`config.mk`:
```
export PLATFORM = sky130hd
export DESIGN_NAME = divisor_secuencial_flat
export DESIGN_NICKNAME = d
export VERILOG_FILES = /design/src/rtl/aritmetica_pkg.sv /design/src/rtl/divisor_secuencial_if.sv /design/src/rtl/Restador.sv /design/src/rtl/divisor_secuencial.sv /design/src/flat_wrapper.sv
export SDC_FILE = /design/constraint.sdc
export NUM_CORES = 1
export LEC_CHECK = 0
export ABC_AREA = 1
export CAP_MARGIN = 15
export CORE_MARGIN = 2
export CORE_UTILIZATION = 30
export DETAILED_ROUTE_END_ITERATION = 6
export HOLD_SLACK_MARGIN = 0.02
export PLACE_DENSITY = 0.59
export RECOVER_POWER = 50
export SKIP_LAST_GASP = 1
export SLEW_MARGIN = 0
export SYNTH_ARGS = -nofsm -noshare
export SYNTH_HDL_FRONTEND = slang
export SYNTH_HIERARCHICAL = 1
export SYNTH_SLANG_ARGS = --single-unit
```
`constraint.sdc`:
```
create_clock -name clk -period 3 [get_ports clk]
set_input_delay 0.3 -clock clk [delete_from_list [all_inputs] [get_ports clk]]
set_output_delay 0.3 -clock clk [all_outputs]
set_load 0.005 [all_outputs]
```
`src/rtl/aritmetica_pkg.sv`:
```
// Shared arithmetic datapath definitions: the 5-bit width, the divider iteration
// count and the divider FSM state type.
package aritmetica_pkg;
  localparam int unsigned ANCHO  = 5;
  localparam int unsigned N_ITER = 5;
  localparam int unsigned CNT_W  = 3;

  typedef enum logic [1:0] {
    IDLE,
    CALC,
    FIN
  } estado_t;
endpackage

```
`src/rtl/divisor_secuencial_if.sv`:
```
// Start/busy/done handshake and operand/result bus of the sequential divider.
interface divisor_secuencial_if;
  logic                             start;
  logic [aritmetica_pkg::ANCHO-1:0] dividendo;
  logic [aritmetica_pkg::ANCHO-1:0] divisor;
  logic [aritmetica_pkg::ANCHO-1:0] cociente;
  logic [aritmetica_pkg::ANCHO-1:0] residuo;
  logic                             busy;
  logic                             done;
  logic                             div_cero;

  modport master (
    output start, dividendo, divisor,
    input  cociente, residuo, busy, done, div_cero
  );

  modport slave (
    input  start, dividendo, divisor,
    output cociente, residuo, busy, done, div_cero
  );
endinterface

```
`src/rtl/Restador.sv`:
```
// 5-bit two's-complement subtractor: restador = minuendo - sustraendo,
// C_out = 1 when no borrow occurs (minuendo >= sustraendo, sustraendo nonzero).
module Restador
  import aritmetica_pkg::*;
(
  input  logic [ANCHO-1:0] minuendo,
  input  logic [ANCHO-1:0] sustraendo,
  output logic [ANCHO-1:0] restador,
  output logic             C_out
);
  logic [ANCHO:0] suma;

  assign suma     = {1'b0, minuendo} + {1'b0, ~sustraendo} + {{ANCHO{1'b0}}, 1'b1};
  assign restador = suma[ANCHO-1:0];
  // A zero subtrahend always carries with carry-in 1; masked so a zero divisor never sets a quotient bit.
  assign C_out    = suma[ANCHO] & (|sustraendo);
endmodule

```
`src/rtl/divisor_secuencial.sv`:
```
// Sequential 5-bit restoring divider, one quotient bit per clock via Restador.
// Optional macro DIVISOR_DIVCERO_EN: short-circuit divide-by-zero with div_cero flag.
module divisor_secuencial
  import aritmetica_pkg::*;
(
  input  logic                 clk,
  input  logic                 rst,
  divisor_secuencial_if.slave  bus
);
  estado_t          estado, estado_sig;
  logic [CNT_W-1:0] cnt;
  logic [ANCHO-1:0] r, q, dvd, dsr;
  logic [ANCHO-1:0] t, dif;
  logic             c_out;
  logic             cero;
  logic             dz;

`ifdef DIVISOR_DIVCERO_EN
  assign cero = (bus.divisor == '0);
`else
  assign cero = 1'b0;
`endif

  // Dividend copy shifts left so its MSB is always the next bit to bring down.
  assign t = {r[ANCHO-2:0], dvd[ANCHO-1]};

  Restador u_restador (
    .minuendo   (t),
    .sustraendo (dsr),
    .restador   (dif),
    .C_out      (c_out)
  );

  always_ff @(posedge clk) begin
    if (rst) estado <= IDLE;
    else     estado <= estado_sig;
  end

  always_comb begin
    estado_sig = estado;
    case (estado)
      IDLE:    if (bus.start) estado_sig = cero ? FIN : CALC;
      CALC:    if (cnt == CNT_W'(N_ITER - 1)) estado_sig = FIN;
      FIN:     estado_sig = IDLE;
      default: estado_sig = IDLE;
    endcase
  end

  always_comb begin
    bus.busy = (estado != IDLE);
  end

  always_ff @(posedge clk) begin
    if (rst) begin
      cnt          <= '0;
      r            <= '0;
      q            <= '0;
      dvd          <= '0;
      dsr          <= '0;
      dz           <= 1'b0;
      bus.cociente <= '0;
      bus.residuo  <= '0;
      bus.done     <= 1'b0;
      bus.div_cero <= 1'b0;
    end else begin
      bus.done <= 1'b0;
      case (estado)
        IDLE: begin
          if (bus.start) begin
            dvd <= bus.dividendo;
            dsr <= bus.divisor;
            cnt <= '0;
            // Divide-by-zero preloads the final results so FIN can publish them directly.
            r   <= cero ? bus.dividendo : '0;
            q   <= cero ? '1 : '0;
            dz  <= cero;
          end
        end
        CALC: begin
          cnt <= cnt + 1'b1;
          dvd <= {dvd[ANCHO-2:0], 1'b0};
          r   <= c_out ? dif : t;
          q   <= {q[ANCHO-2:0], c_out};
        end
        FIN: begin
          bus.cociente <= q;
          bus.residuo  <= r;
          bus.div_cero <= dz;
          bus.done     <= 1'b1;
        end
        default: ;
      endcase
    end
  end
endmodule

```
`src/flat_wrapper.sv`:
```
// flat-port wrapper written by rule: the top's interface ports become plain ports
module divisor_secuencial_flat import aritmetica_pkg::*;
  (clk, rst, bus_start, bus_dividendo, bus_divisor, bus_cociente, bus_residuo, bus_busy, bus_done, bus_div_cero);
  divisor_secuencial_if bus_i ();
  input  logic clk;
  input  logic rst;
  input wire logic [$bits(bus_i.start)-1:0] bus_start;
  input wire logic [$bits(bus_i.dividendo)-1:0] bus_dividendo;
  input wire logic [$bits(bus_i.divisor)-1:0] bus_divisor;
  output wire logic [$bits(bus_i.cociente)-1:0] bus_cociente;
  output wire logic [$bits(bus_i.residuo)-1:0] bus_residuo;
  output wire logic [$bits(bus_i.busy)-1:0] bus_busy;
  output wire logic [$bits(bus_i.done)-1:0] bus_done;
  output wire logic [$bits(bus_i.div_cero)-1:0] bus_div_cero;
  assign bus_i.start = bus_start;
  assign bus_i.dividendo = bus_dividendo;
  assign bus_i.divisor = bus_divisor;
  assign bus_cociente = bus_i.cociente;
  assign bus_residuo = bus_i.residuo;
  assign bus_busy = bus_i.busy;
  assign bus_done = bus_i.done;
  assign bus_div_cero = bus_i.div_cero;
  divisor_secuencial u_core (.clk(clk), .rst(rst), .bus(bus_i));
endmodule
```
# Word level (Yosys, flattened, before mapping)
# Index checks and enable logic that the tools add are counted.
# op_classes
bitwise_logic,2
shifts,0
reduce_logical,7
mux,12
n_addsub,3
div,0
mul,0
eq_ne,5
order_cmp,0
# ops
op,count
one-hot mux 5 bit (2 select lines),3
2-to-1 mux 5 bit,3
adder 5 x 5 -> 6 bit,1
adder 6 x 1 -> 6 bit (second input constant),1
one-hot mux 3 bit (2 select lines),1
AND reduction 2 bit,3
inverter 5 bit,1
OR reduction 5 bit,1
2-to-1 mux 2 bit,2
one-hot mux 2 bit (2 select lines),1
nonzero test 2 bit,2
adder 3 x 1 -> 3 bit (second input constant),1
== test 3 bit (second input constant),1
2-to-1 mux 3 bit,1
== test 2 x 1 -> 1 bit (second input constant),1
== test 2 bit (second input constant),1
zero test 2 bit,1
inequality test 2 x 1 -> 1 bit (second input constant),1
inequality test 2 bit (second input constant),1
bitwise AND 1 bit,1
2-to-1 mux 1 bit,1
# word_totals
input_bits,13
output_inout_bits,13
mem_bits_rw,0
latchBits,0
register_bits,36
romBits,0
elab_cells,38
memories,0

# Longest topological paths before layout
# Gate-level depths: netlist of run 1.
# logic_depth
depth_word,6
depth_mapped,12
mapped_depth_nobuf,12

# Modules after synthesis
# The synthesis of run 1 kept the hierarchy.
# modules_own_cells
mod,instances,area_each_um2,seq_area_each_um2,cells_each
divisor_secuencial,1,1490.2,720.7,207
Restador,1,209.0,0.0,33

# Least setup slack after synthesis of run 1
# Ideal clock, no wire load.
# synth_timing
path_kind,flip-flop to flip-flop
startpoint,register u_core.dsr[3]
endpoint,register u_core.r[0]
slack_ns,1.379
t_required_ns,2.868
path_stages_with_launch,12
setup_ns,0.132
t_arrival_ns,1.488
synth_period_minus_slack_ns,1.621
cell_sequence,dfxtp_1 > inv_1 > ha_1 > nand2_1 > inv_1 > nand3_1 > a21oi_1 > inv_1 > nand2_1 > nand2_1 > nand2_1 > a21oi_1
# synth_via
elab_chain_len,6
word_cells_on_any_way,7
# synth_lines
item,line,text
"start, declared",divisor_secuencial.sv:12,"logic [ANCHO-1:0] r, q, dvd, dsr;"
"start signal, assigned",divisor_secuencial.sv:71,dsr <= bus.divisor;
inverter 5 bit,Restador.sv:13,"assign suma = {1'b0, minuendo} + {1'b0, ~sustraendo} + {{ANCHO{1'b0}}, 1'b1};"
adder 5 x 5 -> 6 bit,Restador.sv:13,
adder 6 x 1 -> 6 bit,Restador.sv:13,
bitwise AND 1 bit *,Restador.sv:16,assign C_out = suma[ANCHO] & (|sustraendo);
named net u_core.c_out,divisor_secuencial.sv:14,logic c_out;
2-to-1 mux 5 bit *,divisor_secuencial.sv:82,r <= c_out ? dif : t;
one-hot mux 5 bit (2 select lines) *,divisor_secuencial.sv:67,case (estado)
"end signal, assigned",divisor_secuencial.sv:74,r <= cero ? bus.dividendo : '0;
"end signal, assigned",divisor_secuencial.sv:82,
"end, declared",divisor_secuencial.sv:12,
# The timed path passes the listed nets; every way through them passes the cells marked *.
# A chain may end at the register's enable or synchronous reset.

# Worst setup path after layout of run 1
# layout_timing
startpoint,input bus_start
endpoint,register u_core.r[0]
# layout_via
elab_chain_len,2
# layout_lines
item,line,text
"start, declared",flat_wrapper.sv:7,input wire logic [$bits(bus_i.start)-1:0] bus_start;
inequality test 2 bit (no line),-,
AND reduction 2 bit (no line),-,
# Every way passes these cells.

==> flow_summary_export.csv, run 1 <==
group,metric,value,unit
grt,grt.total_usage,12.8,%
clock_network,htreeDepth,2,
worst_setup_path,slowest_delay,1.14,ns
synth,netlist_top_cells_area,"dfxtp_1 (42%), nand2_1 (13%), nor2_1 (10%)",
floorplan,start_util,31.0,%
clock_network,cts_hold_buffers,0,
hold_path,hold_depth,2,
sta,slew-limit-headroom,0.887,%
clock_network,cts_sinks,36,
synth,synth_top_area_share,42.4,%
sta,clock.fmax,470,MHz
clock_network,tritoncts,"yes",
synth,syn_area_per_cell,7.08,um^2
routing,routedWlPerCell,11.0,um
sta,rsz0062_at_grt,"false",
worst_setup_path,rrSetupSlack,1.03,ns
floorplan,die-area,6280,um^2
synth,synth_warnings,6,
routing,post_drt_via_cell_ratio,4.43,
sta,tightest_slew,1.48,ns
synth,synth_seq_area_share,42.4,%
finish,layout_common_cells,"nand2_1 (61), nor2_1 (48), dfxtp_1 (36), inv_1 (22), o21ai_0 (16)",
routing,ant_nets,0,
floorplan,fp.dieH,79.3,um
grt,grt_pass1_vias,1394,
grt,gr-total-overflow,0,
grt,grt_pass1_wl,6330,um
grt,antenna_found_initial,0,
worst_setup_path,cp_num_buf_inv,1,
finish,final_common_cell,"nand2_1",
worst_setup_path,critPathTopFamily,"compound AO/OA/AOI/OAI gates",
sta,finalCriticalPeriod,2.13,ns
placed_design,place.gp.congestion,0.782,
synth,async_flop_share,0,%
worst_setup_path,rr_startpoint,"u_core/estado[0]",
worst_setup_path,crit_required,3.20,ns
run_status,violations,"max-capacitance violations",
finish,syn_to_final_growth,20.5,%
worst_setup_path,cp_slowest_cell,"o21ai_1",
clock_network,cts_setup_buffers,0,
synth,synth_edf_count,0,
sta,fin_setup_tns,0,ns
floorplan,io_pins,26,
floorplan,core,5470,um^2
hold_path,min_path_type,"reg -> reg",
clock_network,clk_path_buf_depth,2,
routing,wl,3680,um
pwr,p_leak,0.947,nW
worst_setup_path,endpoint_kind,"flop",
sta,drv_slew,0,
finish,nets,283,
sta,clock_skew,0.00583,ns
placed_design,hpwl,2540,um
worst_setup_path,cp_cell_sequence,"dlygate4sd3_1, o21ai_1, nand2_1, a21oi_1",
worst_setup_path,worstPathArrival,2.33,ns
pwr,p_per_area,532,nW/um^2
synth,synthFlopType,"dfxtp_1",
worst_setup_path,worstSetupStartpointType,"primary input",
routing,firstDrtPassIters,4,
synth,ys_ff_latch,36,
sta,final_hold_viol_count,0,
clock_network,cts_resized,0,
floorplan,die_w,79.3,um
hold_path,worstHoldStart,"u_core/q[4]",
clock_network,path_clk_slew,0.07,ns
synth,synth.distinct_cells,25,
sta,finalSetupViolations,0,
finish,antenna_cells,0,
pwr,peakVddDrop,0.204,mV
floorplan,rows,27,
synth,syn_area,1700,um^2
synth,syn_nets,261,
synth,yosysTopAreaCell,"dfxtp_1",
worst_setup_path,criticalPathCategory,"in -> reg",
clock_network,cts_root_buf,"clkbuf_8",
routing,vias,1485,
worst_setup_path,cp_max_fo,21,
sta,setup_ws,0.871,ns
routing,initialDrtViolationCount,73,
placed_design,place_ws,1.15,ns
clock_network,insertion_delay,0.29,ns
run_status,status,"finished with violations",
worst_setup_path,reg2reg_depth,3,
routing,post-route-drc-count,0,
clock_network,cts_made_buffers,5,
placed_design,io_buffers,24,
grt,grt_max_degree,24,
finish,drive_above_1_share,3.80,%
synth,syn_inst,240,
hold_path,hold_end,"u_core/q[4]",
job,maxCapViolCount,1,
sta,min_period_over_period,71.0,%
worst_setup_path,reg2reg_to,"u_core/r[0]",
==> worst max-delay path by stage <==
stage / depth (start not counted) / slack (ns) / from / to
after floorplan: 11 / 1.38 / u_core/dsr[3] / u_core/r[0]
after global placement: 5 / 1.12 / rst / u_core/q[0]
after detailed placement: 5 / 1.15 / rst / u_core/q[0]
after CTS: 3 / 1.13 / u_core/estado[0] / bus_busy
after global routing: 4 / 0.66 / bus_start / u_core/r[0]
final: 4 / 0.87 / bus_start / u_core/r[0]
==> power breakdown <==
part / internal, W / total (W) / switching (W)
Clock: 0.000247 / 0.000418 / 0.000171
Sequential: 0.000496 / 0.000513 / 0.0000166
Combinational: 0.0000653 / 0.000159 / 0.0000939
==> Yosys cell counts, types with 2 or more instances <==
library cell	instances
buf_6	4
nand3_1	11
a21oi_1	14
dfxtp_1	36
clkbuf_1	3
ha_1	7
o21ai_0	16
inv_1	22
nor2_1	46
nand2_1	61
o21ai_1	2
inv_2	2
xor2_1	2
buf_4	3
==> final cells by class <==
type	count	area (um^2)
Fill cell	596	3420
Sequential cell	36	721
Clock inverter	2	35.0
Timing Repair Buffer	25	244
Clock buffer	6	72.6
Multi-Input combinational cell	169	791
Tap cell	72	90.1
Inverter	25	95.1
==> flip-flops by register name, indices dropped and copies added (netlist names) <==
| signal | flops |
|---|---|
| u_core/bus.done | 1 |
| u_core/cnt | 3 |
| u_core/bus.cociente | 5 |
| u_core/dvd | 5 |
| u_core/estado | 2 |
| u_core/dsr | 5 |
| u_core/q | 5 |
| u_core/bus.residuo | 5 |
| u_core/r | 5 |
==> cell families after synthesis <==
kind of cell	Yosys count	share of synthesized area [%]
other	1	0.221
xor gates and xnor gates	3	1.55
buffers and inverters	35	10.2
DFF	36	42.4
and+or+nand+nor	124	29.3
adders and majority gates	8	6.33
AOI/OAI and AO/OA	33	9.94
==> worst min-delay path, stage by stage (launching register included) <==
cell and delay [ns]:
dfxtp_1 0.31, nand2_1 0.06, a21oi_1 0.05
==> routing by layer <==
metal,track usage [%],vias to the layer above,wire (um)
met4,5.00,0,69
met2,20.4,17,1680
met5,0,-,0
met3,3.75,6,104
li1,-,780,-
met1,16.2,682,1840
==> through the flow <==
step	utilization, %	area, um^2	power [W]	instances	hold slack (ns)
after floorplan	-	1700	0.000644	240	0.369
after global placement	35.8	1960	0.000684	327	0.454
after detailed placement	35.8	1960	0.000685	327	0.456
after CTS	37.7	2070	0.00111	335	0.469
after global routing	37.4	2050	0.00115	335	0.489
final	37.4	2050	0.00109	335	0.466
Note: power is estimated with default switching activity, not from simulation.
==> run 2: changes to the inputs <==
==> constraint.sdc (replaced) <==
create_clock -name clk -period 2.15 [get_ports clk]
set_input_delay 0.215 -clock clk [delete_from_list [all_inputs] [get_ports clk]]
set_output_delay 0.215 -clock clk [all_outputs]
set_load 0.005 [all_outputs]
==> flow_summary_export.csv, run 2 (synthesized netlist as in run 1, its figures left out) <==
group,metric,value,unit
worst_setup_path,crit_required,2.32,ns
worst_setup_path,cp_max_fo,6,
finish,final_common_cell,"nand2_1",
worst_setup_path,cp-startpoint,"u_core/dsr[3]",
hold_path,min_path_type,"reg -> reg",
sta,slew-limit-headroom,39.4,%
floorplan,rows,27,
clock_network,cts_hold_buffers,0,
sta,min_period_over_period,85.1,%
sta,drv_slew,0,
floorplan,die_w,79.3,um
placed_design,io_buffers,24,
floorplan,core,5470,um^2
worst_setup_path,criticalPathCategory,"reg -> reg",
clock_network,cts_root_buf,"clkbuf_8",
clock_network,cts_setup_buffers,0,
routing,firstDrtPassIters,4,
routing,initialDrtViolationCount,121,
clock_network,path_clk_slew,0.07,ns
grt,gr-total-overflow,0,
grt,antenna_found_initial,0,
routing,wl,3560,um
clock_network,clk_path_buf_depth,2,
clock_network,insertion_delay,0.28,ns
floorplan,die-area,6280,um^2
finish,layout_common_cells,"nand2_1 (61), nor2_1 (47), dfxtp_1 (36), inv_1 (23), clkdlybuf4s50_1 (21)",
hold_path,worstHoldStart,"u_core/dvd[0]",
sta,rsz0062_at_grt,"false",
finish,drive_above_1_share,5.28,%
pwr,p_leak,0.930,nW
finish,nets,286,
routing,post_drt_via_cell_ratio,4.49,
clock_network,htreeDepth,2,
placed_design,place.gp.congestion,0.819,
finish,syn_to_final_growth,21.6,%
grt,grt_pass1_wl,6240,um
clock_network,cts_resized,0,
clock_network,cts_sinks,36,
floorplan,fp.dieH,79.3,um
finish,antenna_cells,0,
sta,finalSetupViolations,0,
grt,grt_pass1_vias,1403,
floorplan,io_pins,26,
sta,setup_ws,0.319,ns
routing,routedWlPerCell,10.6,um
placed_design,place_ws,0.352,ns
job,maxCapViolCount,0,
sta,final_hold_viol_count,0,
worst_setup_path,rr_startpoint,"u_core/dsr[3]",
clock_network,cts_made_buffers,5,
run_status,status,"complete, no violations",
sta,finalCriticalPeriod,1.83,ns
worst_setup_path,endpoint_kind,"flop",
pwr,p_per_area,702,nW/um^2
routing,vias,1513,
sta,clock_skew,0.00538,ns
grt,grt_max_degree,24,
pwr,peakVddDrop,0.281,mV
sta,clock.fmax,546,MHz
placed_design,hpwl,2440,um
floorplan,start_util,31.0,%
grt,grt.total_usage,12.6,%
sta,fin_setup_tns,0,ns
worst_setup_path,worstSetupStartpointType,"flop",
routing,post-route-drc-count,0,
routing,ant_nets,0,
finish,nFillCells,604,
clock_network,tritoncts,"yes",
worst_setup_path,worstPathArrival,2.00,ns
sta,tightest_slew,0.909,ns
## run 2: cell types whose count changed in the layout (fill, tap and decap cells not counted), moves of 2 or more
cell,delta
clkbuf_8,+2
buf_4,+3
clkdlybuf4s50_1,+10
dlygate4sd3_1,-10
## run 2: path summary, 6_finish.rpt
path                   endpoint  slack [ns]  cells after the start
hold reg to reg   u_core/dvd[0]        0.47                      2
setup / recovery    u_core/r[0]        0.32                     11
hold / removal    u_core/dvd[0]        0.47                      2
setup reg to reg    u_core/r[0]        0.32                     11
## run 2: critical path, stage by stage, from the launching register on
cell	delay, ns
dfxtp_1	0.36
inv_1	0.05
ha_1	0.34
nand2_1	0.07
inv_1	0.06
nand3_1	0.08
a21oi_1	0.33
inv_1	0.19
nand2_1	0.09
nand2_1	0.05
nand2_1	0.05
a21oi_1	0.06
## run 2: final cells by class
cell class / instances / area [um^2] / area share, %
multi-input combinational: 169 / 798 / 38.6
sequential: 36 / 721 / 34.9
timing repair buffer: 28 / 267 / 12.9
clock buffer: 7 / 96.3 / 4.66
inverter: 25 / 95.1 / 4.60
tap: 72 / 90.1 / 4.36
## run 2: layer usage
metal  GRT usage (%)  vias to the layer above  wire, um
met1            15.8                      687      1660
li1                -                      788         -
met2            21.0                       32      1690
met3            3.75                        6       175
met4            3.10                        0        35
met5               0                        -         0
## run 2: power by group
group | internal [W] | leakage (nW) | switching [W]
Clock | 0.000285 | 0.0503 | 0.000225
Sequential | 0.000693 | 0.293 | 0.0000227
Combinational | 0.0000944 | 0.587 | 0.000131
## run 2: stage by stage
| stage | area, um^2 | std cells | total power (W) | utilization (%) | hold slack, ns |
|---|---|---|---|---|---|
| after floorplan | 1700 | 240 | 0.000899 | - | 0.284 |
| after global placement | 1980 | 330 | 0.000958 | 36.2 | 0.452 |
| after detailed placement | 1980 | 330 | 0.000958 | 36.2 | 0.456 |
| after CTS | 2080 | 337 | 0.00148 | 38.0 | 0.467 |
| after global routing | 2070 | 337 | 0.00154 | 37.8 | 0.486 |
| final | 2070 | 337 | 0.00145 | 37.8 | 0.467 |
